## src/rtl/opmem_pkg.sv

```systemverilog
// Shared definitions for the memory-operation controller: opcode codes,
// datapath operand-select codes, FSM state encoding and the Moore output
// decode used by controle_operacao_memoria.
package opmem_pkg;

  typedef enum logic [1:0] {
    OP_ADD  = 2'b00,
    OP_SUB  = 2'b01,
    OP_LDUR = 2'b10,
    OP_STUR = 2'b11
  } opcode_t;

  // Operand select: registers A,B or register A plus immediate offset
  localparam logic [1:0] SEL_A_B      = 2'b00;
  localparam logic [1:0] SEL_A_OFFSET = 2'b10;

  typedef enum logic [2:0] {
    ST_IDLE = 3'd0,
    ST_EXEC = 3'd1,
    ST_MEM  = 3'd2,
    ST_WB   = 3'd3,
    ST_FIM  = 3'd4,
    ST_ERRO = 3'd5
  } estado_t;

  typedef struct packed {
    logic       busy;
    logic       done;
    logic [1:0] op_mem_i;
    logic       add_sub;
    logic       rf_we;
    logic       rf_wsel;
    logic       mem_req;
    logic       mem_we;
  } controle_t;

  // Control word for a given state and latched opcode. WB keeps the
  // datapath selection of EXEC so the written ALU result stays stable.
  function automatic controle_t decodifica(estado_t estado, opcode_t op);
    controle_t c;
    c = '0;
    case (estado)
      ST_IDLE: begin
        c = '0;
      end
      ST_EXEC: begin
        c.busy     = 1'b1;
        c.op_mem_i = (op == OP_LDUR || op == OP_STUR) ? SEL_A_OFFSET : SEL_A_B;
        c.add_sub  = (op == OP_SUB);
      end
      ST_MEM: begin
        c.busy     = 1'b1;
        c.mem_req  = 1'b1;
        c.mem_we   = (op == OP_STUR);
        c.op_mem_i = SEL_A_OFFSET;
      end
      ST_WB: begin
        c.busy     = 1'b1;
        c.rf_we    = 1'b1;
        c.rf_wsel  = (op == OP_LDUR);
        c.op_mem_i = (op == OP_LDUR) ? SEL_A_OFFSET : SEL_A_B;
        c.add_sub  = (op == OP_SUB);
      end
      ST_FIM: begin
        c.done = 1'b1;
      end
      ST_ERRO: begin
        c.busy = 1'b1;
        c.done = 1'b1;
      end
      default: begin
        c = '0;
      end
    endcase
    return c;
  endfunction

endpackage

```

## src/rtl/contador_timeout.sv

```systemverilog
// MEM-wait counter: counts cycles spent in MEM without an acknowledge.
// 'expired' is high during the TIMEOUT_CYC-th consecutive waiting cycle.
module contador_timeout #(
  parameter int TIMEOUT_CYC = 16
) (
  input  logic clk,
  input  logic rst_n,
  input  logic clear,
  input  logic enable,
  output logic expired
);

  localparam logic [7:0] LIMITE = 8'(TIMEOUT_CYC - 1);

  logic [7:0] conta_r;
  logic       expirou_r;

  // Count waiting cycles and flag the last one allowed before timeout
  always_ff @(posedge clk or negedge rst_n) begin
    if (!rst_n) begin
      conta_r   <= 8'd0;
      expirou_r <= 1'b0;
    end else if (clear) begin
      conta_r   <= 8'd0;
      expirou_r <= 1'b0;
    end else if (enable) begin
      conta_r   <= conta_r + 8'd1;
      expirou_r <= ((conta_r + 8'd1) == LIMITE);
    end else begin
      conta_r   <= conta_r;
      expirou_r <= expirou_r;
    end
  end

  assign expired = expirou_r;

endmodule

```

## src/rtl/controle_operacao_memoria.sv

```systemverilog
// Control FSM for ALU (ADD/SUB) and memory (LDUR/STUR) instructions with a
// bounded wait on the memory acknowledge. Optional macro FLAGS_REG_EN adds
// a register holding the ALU flags of the last ADD/SUB.
module controle_operacao_memoria
  import opmem_pkg::*;
#(
  parameter int TIMEOUT_CYC = 16
) (
  input  logic       clk,
  input  logic       rst_n,
  input  logic       start,
  input  logic [1:0] opcode,
  output logic       busy,
  output logic       done,
  output logic [1:0] op_mem_i,
  output logic       add_sub,
  output logic       rf_we,
  output logic       rf_wsel,
  output logic       mem_req,
  output logic       mem_we,
  input  logic       mem_ack,
  input  logic [5:0] flags_in,
  output logic [5:0] flags_q,
  output logic       erro
);

  estado_t   estado_r;
  estado_t   estado_nxt_s;
  opcode_t   opcode_r;
  opcode_t   opcode_nxt_s;
  controle_t ctrl_r;
  logic      erro_r;
  logic      expirou_s;
  logic      limpa_s;
  logic      conta_s;
  logic      aceita_s;

  assign aceita_s = (estado_r == ST_IDLE) && start;
  assign limpa_s  = (estado_r != ST_MEM);
  assign conta_s  = (estado_r == ST_MEM) && !mem_ack;

  contador_timeout #(
    .TIMEOUT_CYC (TIMEOUT_CYC)
  ) u_contador_timeout (
    .clk     (clk),
    .rst_n   (rst_n),
    .clear   (limpa_s),
    .enable  (conta_s),
    .expired (expirou_s)
  );

  // Next-state and opcode-latch decision; an ack on the last timeout cycle wins
  always_comb begin
    estado_nxt_s = estado_r;
    opcode_nxt_s = opcode_r;
    case (estado_r)
      ST_IDLE: begin
        if (start) begin
          estado_nxt_s = ST_EXEC;
          opcode_nxt_s = opcode_t'(opcode);
        end else begin
          estado_nxt_s = ST_IDLE;
        end
      end
      ST_EXEC: begin
        if (opcode_r == OP_LDUR || opcode_r == OP_STUR) begin
          estado_nxt_s = ST_MEM;
        end else begin
          estado_nxt_s = ST_WB;
        end
      end
      ST_MEM: begin
        if (mem_ack) begin
          if (opcode_r == OP_STUR) begin
            estado_nxt_s = ST_FIM;
          end else begin
            estado_nxt_s = ST_WB;
          end
        end else if (expirou_s) begin
          estado_nxt_s = ST_ERRO;
        end else begin
          estado_nxt_s = ST_MEM;
        end
      end
      ST_WB:   estado_nxt_s = ST_FIM;
      ST_FIM:  estado_nxt_s = ST_IDLE;
      ST_ERRO: estado_nxt_s = ST_IDLE;
      default: estado_nxt_s = ST_IDLE;
    endcase
  end

  // State register with outputs registered alongside it from the next state
  always_ff @(posedge clk or negedge rst_n) begin
    if (!rst_n) begin
      estado_r <= ST_IDLE;
      opcode_r <= OP_ADD;
      ctrl_r   <= '0;
      erro_r   <= 1'b0;
    end else begin
      estado_r <= estado_nxt_s;
      opcode_r <= opcode_nxt_s;
      ctrl_r   <= decodifica(estado_nxt_s, opcode_nxt_s);
      if (aceita_s) begin
        erro_r <= 1'b0;
      end else if (estado_nxt_s == ST_ERRO) begin
        erro_r <= 1'b1;
      end else begin
        erro_r <= erro_r;
      end
    end
  end

`ifdef FLAGS_REG_EN
  logic [5:0] flags_r;

  // Capture ALU flags while an ADD/SUB is executing, hold them otherwise
  always_ff @(posedge clk or negedge rst_n) begin
    if (!rst_n) begin
      flags_r <= 6'h00;
    end else if (estado_r == ST_EXEC && (opcode_r == OP_ADD || opcode_r == OP_SUB)) begin
      flags_r <= flags_in;
    end else begin
      flags_r <= flags_r;
    end
  end

  assign flags_q = flags_r;
`else
  logic unused_flags_s;
  assign unused_flags_s = ^flags_in;
  assign flags_q        = 6'h00;
`endif

  assign busy     = ctrl_r.busy;
  assign done     = ctrl_r.done;
  assign op_mem_i = ctrl_r.op_mem_i;
  assign add_sub  = ctrl_r.add_sub;
  assign rf_we    = ctrl_r.rf_we;
  assign rf_wsel  = ctrl_r.rf_wsel;
  assign mem_req  = ctrl_r.mem_req;
  assign mem_we   = ctrl_r.mem_we;
  assign erro     = erro_r;

endmodule

```

## config.mk

```make
export PLATFORM = sky130hd
export DESIGN_NAME = controle_operacao_memoria
export DESIGN_NICKNAME = d
export VERILOG_FILES = /design/src/rtl/opmem_pkg.sv /design/src/rtl/contador_timeout.sv /design/src/rtl/controle_operacao_memoria.sv
export SDC_FILE = /design/constraint.sdc
export NUM_CORES = 1
export LEC_CHECK = 0
export BUFFER_PORTS_ARGS = -buffer_cell sky130_fd_sc_hd__buf_4
export CAP_MARGIN = 30
export CORE_MARGIN = 3
export CORE_UTILIZATION = 47
export CTS_CLUSTER_DIAMETER = 80
export DETAILED_ROUTE_END_ITERATION = 6
export GPL_TIMING_DRIVEN = 0
export PLACE_DENSITY = 0.84
export SETUP_SLACK_MARGIN = 0.2
export SKIP_LAST_GASP = 1
export SYNTH_ARGS = -nofsm -noshare
export SYNTH_HDL_FRONTEND = slang
export SYNTH_HIERARCHICAL = 1
export SYNTH_SLANG_ARGS = --single-unit
```

## constraint.sdc

```tcl
create_clock -name clk -period 1.8 [get_ports clk]
set_input_delay 0.36 -clock clk [delete_from_list [all_inputs] [get_ports clk]]
set_output_delay 0.36 -clock clk [all_outputs]
set_load 0.05 [all_outputs]
```

# == Word-level counts from Yosys, hierarchy flattened ==
# Index checks and enable logic that the tools add are counted.
# word_totals
wordCells,62
output_inout_bits,16
regBits,24
in_bits,12
# classes
n_mux,22
n_reduce_logical,11
addsub,1
eq_ne,15
# ops
op,n
$mux W8,2
$eq A3 B2 Y1 const B,4
$mux W2,6
$pmux W3 S4,1
$mux W1,9
$mux W3,3
$add A8 B1 Y8 const B,1
$eq A2 B2 Y1 const B,4
$eq A8 B4 Y1 const B,1
$eq A3 B1 Y1 const B,2
$eq A3 B3 Y1 const B,2
$pmux W2 S3,1
$reduce_bool A2 Y1,2
$reduce_or A2 Y1,2
$reduce_or A4 Y1,1
$logic_not A3 Y1,1
$ne A3 B2 Y1 const B,1
$eq A2 B1 Y1 const B,1
$logic_and A1 B1 Y1,2
$logic_or A1 B1 Y1,2
$logic_not A1 Y1,1

# == Depth between registers and ports, before layout ==
# depth
depth_word,7
mapped_depth,8

# == By module ==
# Netlist, hierarchy kept.
# by_module_without_submodules
module,n_inst,seq_area_each_um2,area_each_um2,cells_per_inst
controle_operacao_memoria,1,350.3,681.9,61
contador_timeout,1,225.2,550.5,58

# == Least setup slack after synthesis ==
# No wires, ideal clock.
# synth_timing
kind,register to register
startpoint,reg estado_r[0]
endpoint,reg u_contador_timeout.conta_r[6]
path_buffers,1
setup_slack_ns,0.118
synth_period_minus_slack_ns,1.682
path_stages_with_launch,9
t_arrival_ns,1.564
cell_sequence,dfrtp_1 -> nor2b_1 -> or2b_1 -> nor2_1 -> buf_2 -> and4_1 -> nand3_1 -> xor2_1 -> nor2_1
# synth_via
word_cells_on_any_way,5
classes_between,eq/ne (2); mux (1); reduce/logical (2)
# synth_rtl
element,line_no,source
"start, declared",controle_operacao_memoria.sv:27,estado_t estado_r;
"start signal, assigned",controle_operacao_memoria.sv:100,estado_r <= estado_nxt_s;
$ne A3 B2 Y1 *,controle_operacao_memoria.sv:39,assign limpa_s = (estado_r != ST_MEM);
named net limpa_s,controle_operacao_memoria.sv:34,logic limpa_s;
$mux W8 / $reduce_bool A2 Y1 (equally long branches),n/a,
"end signal, assigned",contador_timeout.sv:27,conta_r <= conta_r + 8'd1;
"end signal, assigned",contador_timeout.sv:30,conta_r <= conta_r;
"end, declared",contador_timeout.sv:15,logic [7:0] conta_r;
# Mark *: on every way through the listed nets, which the timed path passes. The rest lies on a longest branch.
# A chain may end at the register's enable or synchronous reset.

# == Final worst setup path ==
# layout_timing
startpoint,reg estado_r[0]
endpoint,reg u_contador_timeout.conta_r[7]
# The elaborated chain is that of the path after synthesis.

==> reports/summary.md <==
### Run status
- completed — outcome

### Timing
- 0 — final setup vio count
- 0 — endpoints failing hold
- 0.3122 ns — Worst Hold Margin
- 600.8 MHz — maximum frequency from static timing analysis
- 1.664 ns — Final Critical Period
- 0.005195 ns — clk_skew
- true — unrepaired setup endpoints after global routing
- 0.9247 — post-route clock period utilization
- 0 — final count of pins violating max slew
- 0.1356 ns — worst setup margin

### Worst hold path
- input port to flip-flop — Min-Delay Path Class

### Worst setup path
- 1.92 ns — Critical Path AT
- nor2_1 — library cell appearing most often on the critical path
- dfrtp_2 — cell at the slowest stage of the critical path
- flip-flop — category of the worst setup path launch point
- flip-flop to flip-flop — type of the worst setup path
- nor2b_4 > or2b_1 > nor2_1 > buf_4 > and4_4 > nand3_2 > xor2_1 > nor2_1 — ordered list of cells on the worst path
- 0.14 ns — minimum setup slack among reg-to-reg paths
- 4 — worst-path fanout max
- 0.45 ns — max incr delay on CP
- flip-flop — capturing element type of the critical path
- 2.06 ns — CP Data Required Time

### Cells and area
- 8 — number of flip-flops in the largest register
- 0 — antenna diode instance count
- 1560 sq um — post-route cell area
- 179 — final standard cell count with taps included and fillers excluded
- buf_4 — commonest non-fill, non-tap cell in the layout
- 26.60% — area added between synthesis and finish
- u_contador_timeout/conta_r — Top reg by flops
- 198 — filler cell count
- 29 x buf_4, 22 x dfrtp_1, 13 x nor2_1 — most used cells in the layout excluding fill and tap cells
- u_contador_timeout/conta_r: 8 flops, estado_r: 3 flops, opcode_r: 2 flops — biggest registers after layout
- 166 — Post-layout nets
- 0.6668 — Post-Route Utilization
- 0.3775 — share of layout cells above drive strength 1

### Synthesis
- 119 — post-synthesis cell count
- 1232 sq um — mapped cell area
- dfrtp_1 47%, buf_4 4.9%, xor2_1 4.3% — top cells by area, synth
- 0.4670 — sequential element share of the synthesized area
- 1.000 — Post-synth ARST share
- 0 — count of flip-flops with a built-in enable after synthesis
- dfrtp_1 — cell taking the most area after synthesis
- 23 — number of synthesized register bits
- 40 — distinct cell type count of the synthesized netlist
- dfrtp_1 — commonest register cell after synthesis
- 6 — warnings from Yosys
- 0.4670 — area fraction of the dominant cell type after synthesis
- 10.36 sq um — synthesized area per cell

### Pwr
- 0.4565 — switching share of total power
- 0.108 — clock network fraction of design power
- 1.221 mW — internal power contribution
- 1440 nW/um^2 — Power per Cell Area
- 1.026 mW — sw power
- 0.555 — relative contribution of combinational cells to total power
- 0.7238 nW — leakage power
- 0.001088 V — Max IR drop VDD
- 0.337 — sequential fraction of design power

### Floorplanning
- 57.21 microns — width of the die
- 17 — cell row count
- 2340 sq um — total core area
- 28 — top-level I/O count
- 57.21 microns — die height
- 0.5267 — initial core utilization
- 3272 sq um — area of the die

### Place
- 167 — dpl cells
- 1398 sq um — Cell Area, Placed
- 0.7821 — gpl congestion
- 1.630 mm — placed wire-length estimate
- 14 — count of buffers from port buffering
- -0.02261 ns — pre-CTS setup slack

### Clock tree
- clkbuf_4 — Root Buffer Master
- 2 — Max Root-Sink Buffers
- 3 — number of CTS-inserted buffers
- 1 — number of levels in the clock H-tree
- 0.32 ns — clock latency on the worst-skew pair
- 23 — TritonCTS sink count
- built — clock tree from TritonCTS
- 0.13 ns — clk slew on worst S/H paths

### Routing
- 5.223 — ratio of routed vias to standard cells
- 0 — post-detailed-route DRC marker count
- 2.517 mm — sum of routed wire length over all layers
- 0 — antenna-violating nets left
- 935 — total number of vias
- 4 — DRT Pass-1 Iters
- 8 — 1st-iter DRT viols
- 14.06 microns — routed length per instance

### Global route
- 0 — antenna violations before repair
- 910 — via count of the first global-routing pass
- 3.891 mm — global-route wire length before repair
- 0.1495 — overall fraction of global-route tracks in use
- 24 — maximum number of pins on one net before global-route repair
- 0 — grt ovf

### Job
- 0 — MaxCap Viol Count

==> power groups by stage <==
stage	Sequential (mW)	Combinational [mW]	Clock (mW)
5_1_grt	0.775	1.32	0.269
3_3_place_gp	0.765	0.998	0
4_1_cts	0.740	1.12	0.243
3_5_place_dp	0.768	1.02	0
2_1_floorplan	1.03	0.502	0
6_report	0.757	1.25	0.242
==> synthesized netlist by cell type (2+ instances only) <==
master    number
a21oi_1        4
and4_1         2
buf_4          8
buf_6          2
dfrtp_1       23
ha_1           2
inv_1          6
mux2i_1        2
nand2_1        8
nand2b_1       3
nand3_1        5
nor2_1        13
nor2b_1        3
nor4_1         2
nor4_2         2
o211ai_1       2
o21ai_1        2
xnor2_1        3
xor2_1         6
==> worst max-delay path: cells and delay by family (launching register included) <==
family,cells,cell delay [ns]
flops,1,0.45
xor+xnor,1,0.15
simple gates,6,0.87
buf+inv,1,0.13
==> layout make-up <==
cell class	count	area, sq um	area share
multi-input cells	83	629.4	0.4034
flip-flops and latches	23	576.8	0.3697
repair buffers	22	171.4	0.1099
plain buffers	11	90.09	0.05774
well taps	28	35.03	0.02245
inverters	8	30.03	0.01925
clock buffers	3	22.52	0.01443
clock inverters	1	5.005	0.003208
==> per-stage QoR <==
| step | total power [mW] | TNS, ns |
|---|---|---|
| CTS | 2.106 | 0 |
| detailed placement | 1.791 | -0.03661 |
| global route | 2.366 | 0 |
| floorplan | 1.528 | 0 |
| global placement | 1.763 | 0 |
| finish | 2.246 | 0 |
==> repair_timing <==
item,CTS,global route
pin swaps,4,4
resized for setup,5,11
setup endpoints to repair,6,11
hold buffers,1,0
endpoints found under the hold margin,23,0
buffers inserted,5,2
==> worst paths after layout <==
| kind | startpoint | to | depth (start not counted) |
|---|---|---|---|
| worst max-delay path | estado_r[0] | u_contador_timeout/conta_r[7] | 8 |
| worst min-delay path | opcode[0] | opcode_r[0] | 2 |
| worst max register to register | estado_r[0] | u_contador_timeout/conta_r[7] | 8 |
| worst min register to register | erro | erro | 2 |
| max in group asynchronous | rst_n | estado_r[0] | 2 |
| min in group asynchronous | rst_n | u_contador_timeout/conta_r[5] | 2 |
==> cell families after synthesis <==
kind of cell,Yosys count,synth area share
xor gates and xnor gates,9,0.06396
adders and majority gates,2,0.02030
DFF,23,0.4670
and+or+nand+nor,45,0.2152
other,1,0.003043
buffers and inverters,19,0.09542
AOI/OAI and AO/OA,17,0.1066
muxes,3,0.02842
==> routing by layer <==
metal,up-vias,global-route usage,part of all wire
met5,-,0,0
met3,5,0.04977,0.038
met4,0,0.03642,0.0083
li1,454,-,-
met1,460,0.1700,0.41
met2,16,0.2692,0.54
(Power assumes the default switching activity.)
